--- src/rtl/aes_cone_rr_scheduler.sv ---
// aes_cone_rr_scheduler
//   Time-shares one combinational AES logic cone among NUM_REQ requesters.
//   A round-robin arbiter picks one request while idle, the operand is registered
//   onto the cone inputs for CONE_LAT cycles, then the cone output is captured and
//   returned with the requester ID. Only one transaction is ever in flight.
// Ports
//   clk        rising-edge clock
//   rst        synchronous active-high reset
//   req_valid  per-requester request valid
//   req_data   packed operands, requester i at [i*IN_W +: IN_W]
//   req_ready  one-hot grant, combinational, only ever set while idle
//   cone_in    registered operand driven to the cone
//   cone_out   cone result
//   rsp_valid  response valid, held until rsp_ready
//   rsp_ready  response consumer ready
//   rsp_id     requester that owns the response
//   rsp_data   captured cone result
//   busy       transaction in flight (evaluating or responding)
module aes_cone_rr_scheduler #(
   parameter int unsigned NUM_REQ  = 4,
   parameter int unsigned IN_W     = 10,
   parameter int unsigned ID_W     = 2,
   parameter int unsigned CONE_LAT = 1
) (
   input  logic                    clk,
   input  logic                    rst,
   input  logic [NUM_REQ-1:0]      req_valid,
   input  logic [NUM_REQ*IN_W-1:0] req_data,
   output logic [NUM_REQ-1:0]      req_ready,
   output logic [IN_W-1:0]         cone_in,
   input  logic                    cone_out,
   output logic                    rsp_valid,
   input  logic                    rsp_ready,
   output logic [ID_W-1:0]         rsp_id,
   output logic                    rsp_data,
   output logic                    busy
);

   localparam int unsigned CNT_W = $clog2(CONE_LAT) + 1;

   typedef enum logic [1:0] {StIdle, StEval, StResp} state_e;

   state_e            state_q, state_d;
   logic [ID_W-1:0]   rr_ptr_q, rr_ptr_d;
   logic [CNT_W-1:0]  cnt_q, cnt_d;
   logic [IN_W-1:0]   cone_in_q, cone_in_d;
   logic              rsp_valid_q, rsp_valid_d;
   logic [ID_W-1:0]   rsp_id_q, rsp_id_d;
   logic              rsp_data_q, rsp_data_d;

   logic [2*NUM_REQ-1:0] valid_rot;
   logic                 grant_found;
   logic [ID_W-1:0]      grant_idx;
   logic [ID_W-1:0]      grant_next;
   logic [IN_W-1:0]      grant_data;
   logic [ID_W:0]        grant_sum;
   logic                 eval_done;

   // Rotate the valid vector so bit k corresponds to requester rr_ptr+k; the first
   // set bit from the bottom is then the round-robin winner.
   assign valid_rot = {req_valid, req_valid} >> rr_ptr_q;

   always_comb begin
      grant_found = 1'b0;
      grant_sum   = '0;
      for (int k = 0; k < int'(NUM_REQ); k++) begin
         if (!grant_found && valid_rot[k]) begin
            grant_found = 1'b1;
            grant_sum   = {1'b0, rr_ptr_q} + (ID_W+1)'(k);
         end
      end
      if (grant_sum >= (ID_W+1)'(NUM_REQ)) begin
         grant_sum = grant_sum - (ID_W+1)'(NUM_REQ);
      end
      grant_idx = grant_sum[ID_W-1:0];
   end

   always_comb begin
      grant_data = '0;
      for (int k = 0; k < int'(NUM_REQ); k++) begin
         if (grant_idx == ID_W'(k)) begin
            grant_data = req_data[k*IN_W +: IN_W];
         end
      end
   end

   assign grant_next = (grant_idx == ID_W'(NUM_REQ - 1)) ? '0 : grant_idx + ID_W'(1);
   assign eval_done  = (cnt_q == CNT_W'(CONE_LAT - 1));

   // State register (all sequential state)
   always_ff @(posedge clk) begin
      if (rst) begin
         state_q     <= StIdle;
         rr_ptr_q    <= '0;
         cnt_q       <= '0;
         cone_in_q   <= '0;
         rsp_valid_q <= 1'b0;
         rsp_id_q    <= '0;
         rsp_data_q  <= 1'b0;
      end else begin
         state_q     <= state_d;
         rr_ptr_q    <= rr_ptr_d;
         cnt_q       <= cnt_d;
         cone_in_q   <= cone_in_d;
         rsp_valid_q <= rsp_valid_d;
         rsp_id_q    <= rsp_id_d;
         rsp_data_q  <= rsp_data_d;
      end
   end

   // Next-state logic
   always_comb begin
      state_d     = state_q;
      rr_ptr_d    = rr_ptr_q;
      cnt_d       = cnt_q;
      cone_in_d   = cone_in_q;
      rsp_valid_d = rsp_valid_q;
      rsp_id_d    = rsp_id_q;
      rsp_data_d  = rsp_data_q;
      unique case (state_q)
         StIdle: begin
            // A found grant is always accepted: ready is raised for exactly that valid.
            if (grant_found) begin
               cone_in_d = grant_data;
               rsp_id_d  = grant_idx;
               rr_ptr_d  = grant_next;
               cnt_d     = '0;
               state_d   = StEval;
            end
         end
         StEval: begin
            cnt_d = cnt_q + CNT_W'(1);
            if (eval_done) begin
               rsp_data_d  = cone_out;
               rsp_valid_d = 1'b1;
               state_d     = StResp;
            end
         end
         StResp: begin
            if (rsp_ready) begin
               rsp_valid_d = 1'b0;
               state_d     = StIdle;
            end
         end
         default: state_d = StIdle;
      endcase
   end

   // Outputs
   always_comb begin
      req_ready = '0;
      // Held off during reset so nothing looks accepted on a cycle that is discarded.
      if (state_q == StIdle && grant_found && !rst) begin
         req_ready[grant_idx] = 1'b1;
      end
      busy      = (state_q != StIdle);
      cone_in   = cone_in_q;
      rsp_valid = rsp_valid_q;
      rsp_id    = rsp_id_q;
      rsp_data  = rsp_data_q;
   end

endmodule
--- config.mk ---
export PLATFORM = sky130hd
export DESIGN_NAME = aes_cone_rr_scheduler
export DESIGN_NICKNAME = d
export VERILOG_FILES = /design/src/rtl/aes_cone_rr_scheduler.sv
export SDC_FILE = /design/constraint.sdc
export NUM_CORES = 1
export LEC_CHECK = 0
export BUFFER_PORTS_ARGS = -buffer_cell sky130_fd_sc_hd__buf_4
export CORE_ASPECT_RATIO = 0.8
export CORE_MARGIN = 2
export CORE_UTILIZATION = 45
export CTS_BUF_LIST = sky130_fd_sc_hd__clkbuf_4 sky130_fd_sc_hd__clkbuf_8
export DETAILED_ROUTE_END_ITERATION = 10
export PLACE_DENSITY_LB_ADDON = 0.05
export SYNTH_ARGS = -nofsm -noshare
export SYNTH_HDL_FRONTEND = slang
export SYNTH_SLANG_ARGS = --single-unit
--- constraint.sdc ---
create_clock -name clk -period 2.7 [get_ports clk]
set_input_delay 0.135 -clock clk [delete_from_list [all_inputs] [get_ports clk]]
set_output_delay 0.135 -clock clk [all_outputs]
set_load 0.005 [all_outputs]
==> impl_metrics.env <==
export IMPL_worstHoldEndpoint="rsp_data"
export IMPL_synth_async_reset_ratio_pct=0
export IMPL_die_area_um2=3065
export IMPL_numCtsBuffers=3
export IMPL_port_buffers=66
export IMPL_tritoncts="done"
export IMPL_syn_area_um2=1186
export IMPL_crit_path_end_kind="flop"
export IMPL_p_int_uw=668.7
export IMPL_wl_per_cell_um=14.59
export IMPL_fin_crit_sh_pct=86.68
export IMPL_slowest_delay_ns=0.42
export IMPL_max_freq_ghz=0.4273
export IMPL_synth_cell_types=32
export IMPL_max_cap_violations=0
export IMPL_ys_ff_latch=19
export IMPL_grt_first_pass_wirelength_mm=5.175
export IMPL_cts_buffer_depth=2
export IMPL_startpoint="rr_ptr_q[0]"
export IMPL_cellLeakagePower_uw=0.0007713
export IMPL_die_h_um=49.92
export IMPL_worstPathCellList="nand2b_1 -> nor2b_1 -> o22ai_1 -> inv_1 -> ha_1 -> or2_2 -> a221oi_1 -> o31ai_4"
export IMPL_skew_ns=0.005315
export IMPL_min_period_ns=2.340
export IMPL_layout_setup_ws_ns=0.3598
export IMPL_hold_viol=0
export IMPL_setup_violations=0
export IMPL_cts_num_sinks=19
export IMPL_clkTransAtPathRegs_ns=0.12
export IMPL_p_seq_share_pct=35.7
export IMPL_drc_errors=0
export IMPL_cpLargestDelayFamily="compound AO/OA/AOI/OAI gates"
export IMPL_drtPass1Iterations=5
export IMPL_worstPathMaxFanout=10
export IMPL_avgSynthCellArea_um2=9.489
export IMPL_rows=16
export IMPL_grt_setup_unrepaired="no"
export IMPL_synth_top_area_share_pct=32.07
export IMPL_hold_worst_slack_ns=0.06995
export IMPL_reg2reg_depth=8
export IMPL_routed_wl_mm=3.269
export IMPL_first_iter_violations=45
export IMPL_start_util_pct=47.78
export IMPL_fin_util_pct=68.90
export IMPL_ios=67
export IMPL_cellPowerDensity_nw_per_um2=626.3
export IMPL_synthFlopType="dfxtp_1"
export IMPL_gr_total_overflow=0
export IMPL_r2r_slack_ns=0.36
export IMPL_required_ns=2.90
export IMPL_track_usage_pct=22.62
export IMPL_combPwrFrac_pct=50.3
export IMPL_place_ws_ns=0.3835
export IMPL_status="completed"
export IMPL_nFillCells=216
export IMPL_yosysTopAreaCell="dfxtp_1"
export IMPL_syn2layout_area_growth_pct=44.20
export IMPL_fin_nets=241
export IMPL_swShare_pct=37.58
export IMPL_pwr_share_clk_pct=14.0
export IMPL_setup_tns_ns=0
export IMPL_tightest_slew_ns=0.6036
export IMPL_hpwl_mm=2.509
export IMPL_min_from="cone_out"
export IMPL_synthCells=125
export IMPL_drv_slew=0
export IMPL_place_congestion=0.7963
export IMPL_critPathKind="flop to flop"
export IMPL_cts_root_buffer="clkbuf_4"
export IMPL_clk_latency_ns=0.30
export IMPL_synth_area_leaders="dfxtp_1 32%, o31ai_4 11%, nand3b_1 8.9%"
export IMPL_holdBufCountCts=0
export IMPL_hp_class="primary input to flop"
export IMPL_ant_nets=0
export IMPL_slowest_stage="a221oi_1"
export IMPL_path_buf_inv=1
export IMPL_ir_drop_uv=469.4
export IMPL_whs_path_depth=3
export IMPL_fp_dieW_um=61.40
export IMPL_ys_top_cells_by_count="19 x dfxtp_1, 14 x nand3b_1, 11 x o22ai_1, 9 x a221oi_1, 8 x nor2_1"
export IMPL_cts_max_level=1
export IMPL_core_um2=2482
export IMPL_max_slew_margin_pct=59.68
export IMPL_n_antenna_cell=0
export IMPL_grt_pass1_vias=1113
export IMPL_vias_per_cell=5.388
export IMPL_drive_above_1_share_pct=44.15
export IMPL_r2r_start="rr_ptr_q[0]"
export IMPL_yosysMostFrequentCell="dfxtp_1"
export IMPL_post_cts_resized=0
export IMPL_grt_max_degree=23
export IMPL_worstPathArrival_ns=2.54
export IMPL_p_sw_uw=402.5
export IMPL_cp_start_kind="flop"
export IMPL_synth_seq_area_share_pct=32.07
export IMPL_r2r_end="cone_in[8]"
export IMPL_yosysWarnings=0
export IMPL_synth_edf_count=0
export IMPL_antenna_found_initial=0
export IMPL_post_cts_buffers=0
export IMPL_num_vias=1207
export IMPL_synthesis_nets=177
==> power by group through the flow <==
stage | logic [uW] | registers (uW) | clock network, uW
global placement | 527 | 385 | 0
CTS | 542 | 382 | 153
floorplan | 347 | 386 | 0
detailed placement | 540 | 388 | 0
finish | 539 | 382 | 150
global route | 593 | 390 | 164
==> cells in the final DEF, fill, tap and decap left out, types with 4 or more instances in the layout <==
cell type	Yosys	layout
buf_4	0	68
dfxtp_1	19	19
nand3b_1	14	14
o22ai_1	11	11
a221oi_1	9	9
nor2_1	8	8
inv_1	6	6
o31ai_4	6	6
a21oi_1	5	5
o21ai_0	5	5
ha_1	4	4
==> worst min-delay path, delay by kind of cell <==
kind	cells	cell delay, ns
buf+inv	1	0.08
simple gates	1	0.08
mux	1	0.06
==> worst max-delay path by stage <==
stage                      end  cells past startpoint  slack (ns)
finish              cone_in[8]                      8        0.36
global route        cone_in[1]                      8        0.19
CTS                 cone_in[8]                      8        0.37
detailed placement  cone_in[8]                      8        0.38
global placement    cone_in[0]                      8        0.55
floorplan           cone_in[0]                      9        0.56
==> cell type report <==
| cell class | instances | area [um^2] | area share [%] |
|---|---|---|---|
| Multi-Input combinational cell | 91 | 724.4 | 42.36 |
| Timing Repair Buffer | 68 | 510.5 | 29.85 |
| Sequential cell | 19 | 380.4 | 22.24 |
| Tap cell | 36 | 45.04 | 2.634 |
| Clock buffer | 3 | 22.52 | 1.317 |
| Inverter | 6 | 22.52 | 1.317 |
| Clock inverter | 1 | 5.005 | 0.2926 |
==> stage by stage <==
step / instances / power [uW] / cell area (um^2)
detailed placement: 220 / 927.8 / 1683
floorplan: 125 / 733.8 / 1186
global placement: 220 / 912.0 / 1683
CTS: 224 / 1077 / 1710
finish: 224 / 1071 / 1710
global route: 224 / 1147 / 1710
==> routing by layer <==
metal	track usage, %	share of wire, %
met1	29.09	40
met2	38.48	51
met3	5.774	7.7
met4	3.191	0.40
met5	0	0
==> cells by family (layout without fill, tap and decap cells) <==
group           Yosys count  after routing  share of synthesized area (%)
fa+ha+maj                 4              4                          4.220
mux                       2              2                          1.688
compound gates           45             45                          33.44
buf+inv                  15             78                          6.856
flops                    19             19                          32.07
simple gates             40             40                          21.73
==> sequential cells by signal (all words and copies together), names as in the netlist <==
signal     count
state_q        2
rr_ptr_q       2
cone_in       10
rsp_valid      1
rsp_data       1
cnt_q          1
rsp_id         2
Power figures use the tool's default switching activity.
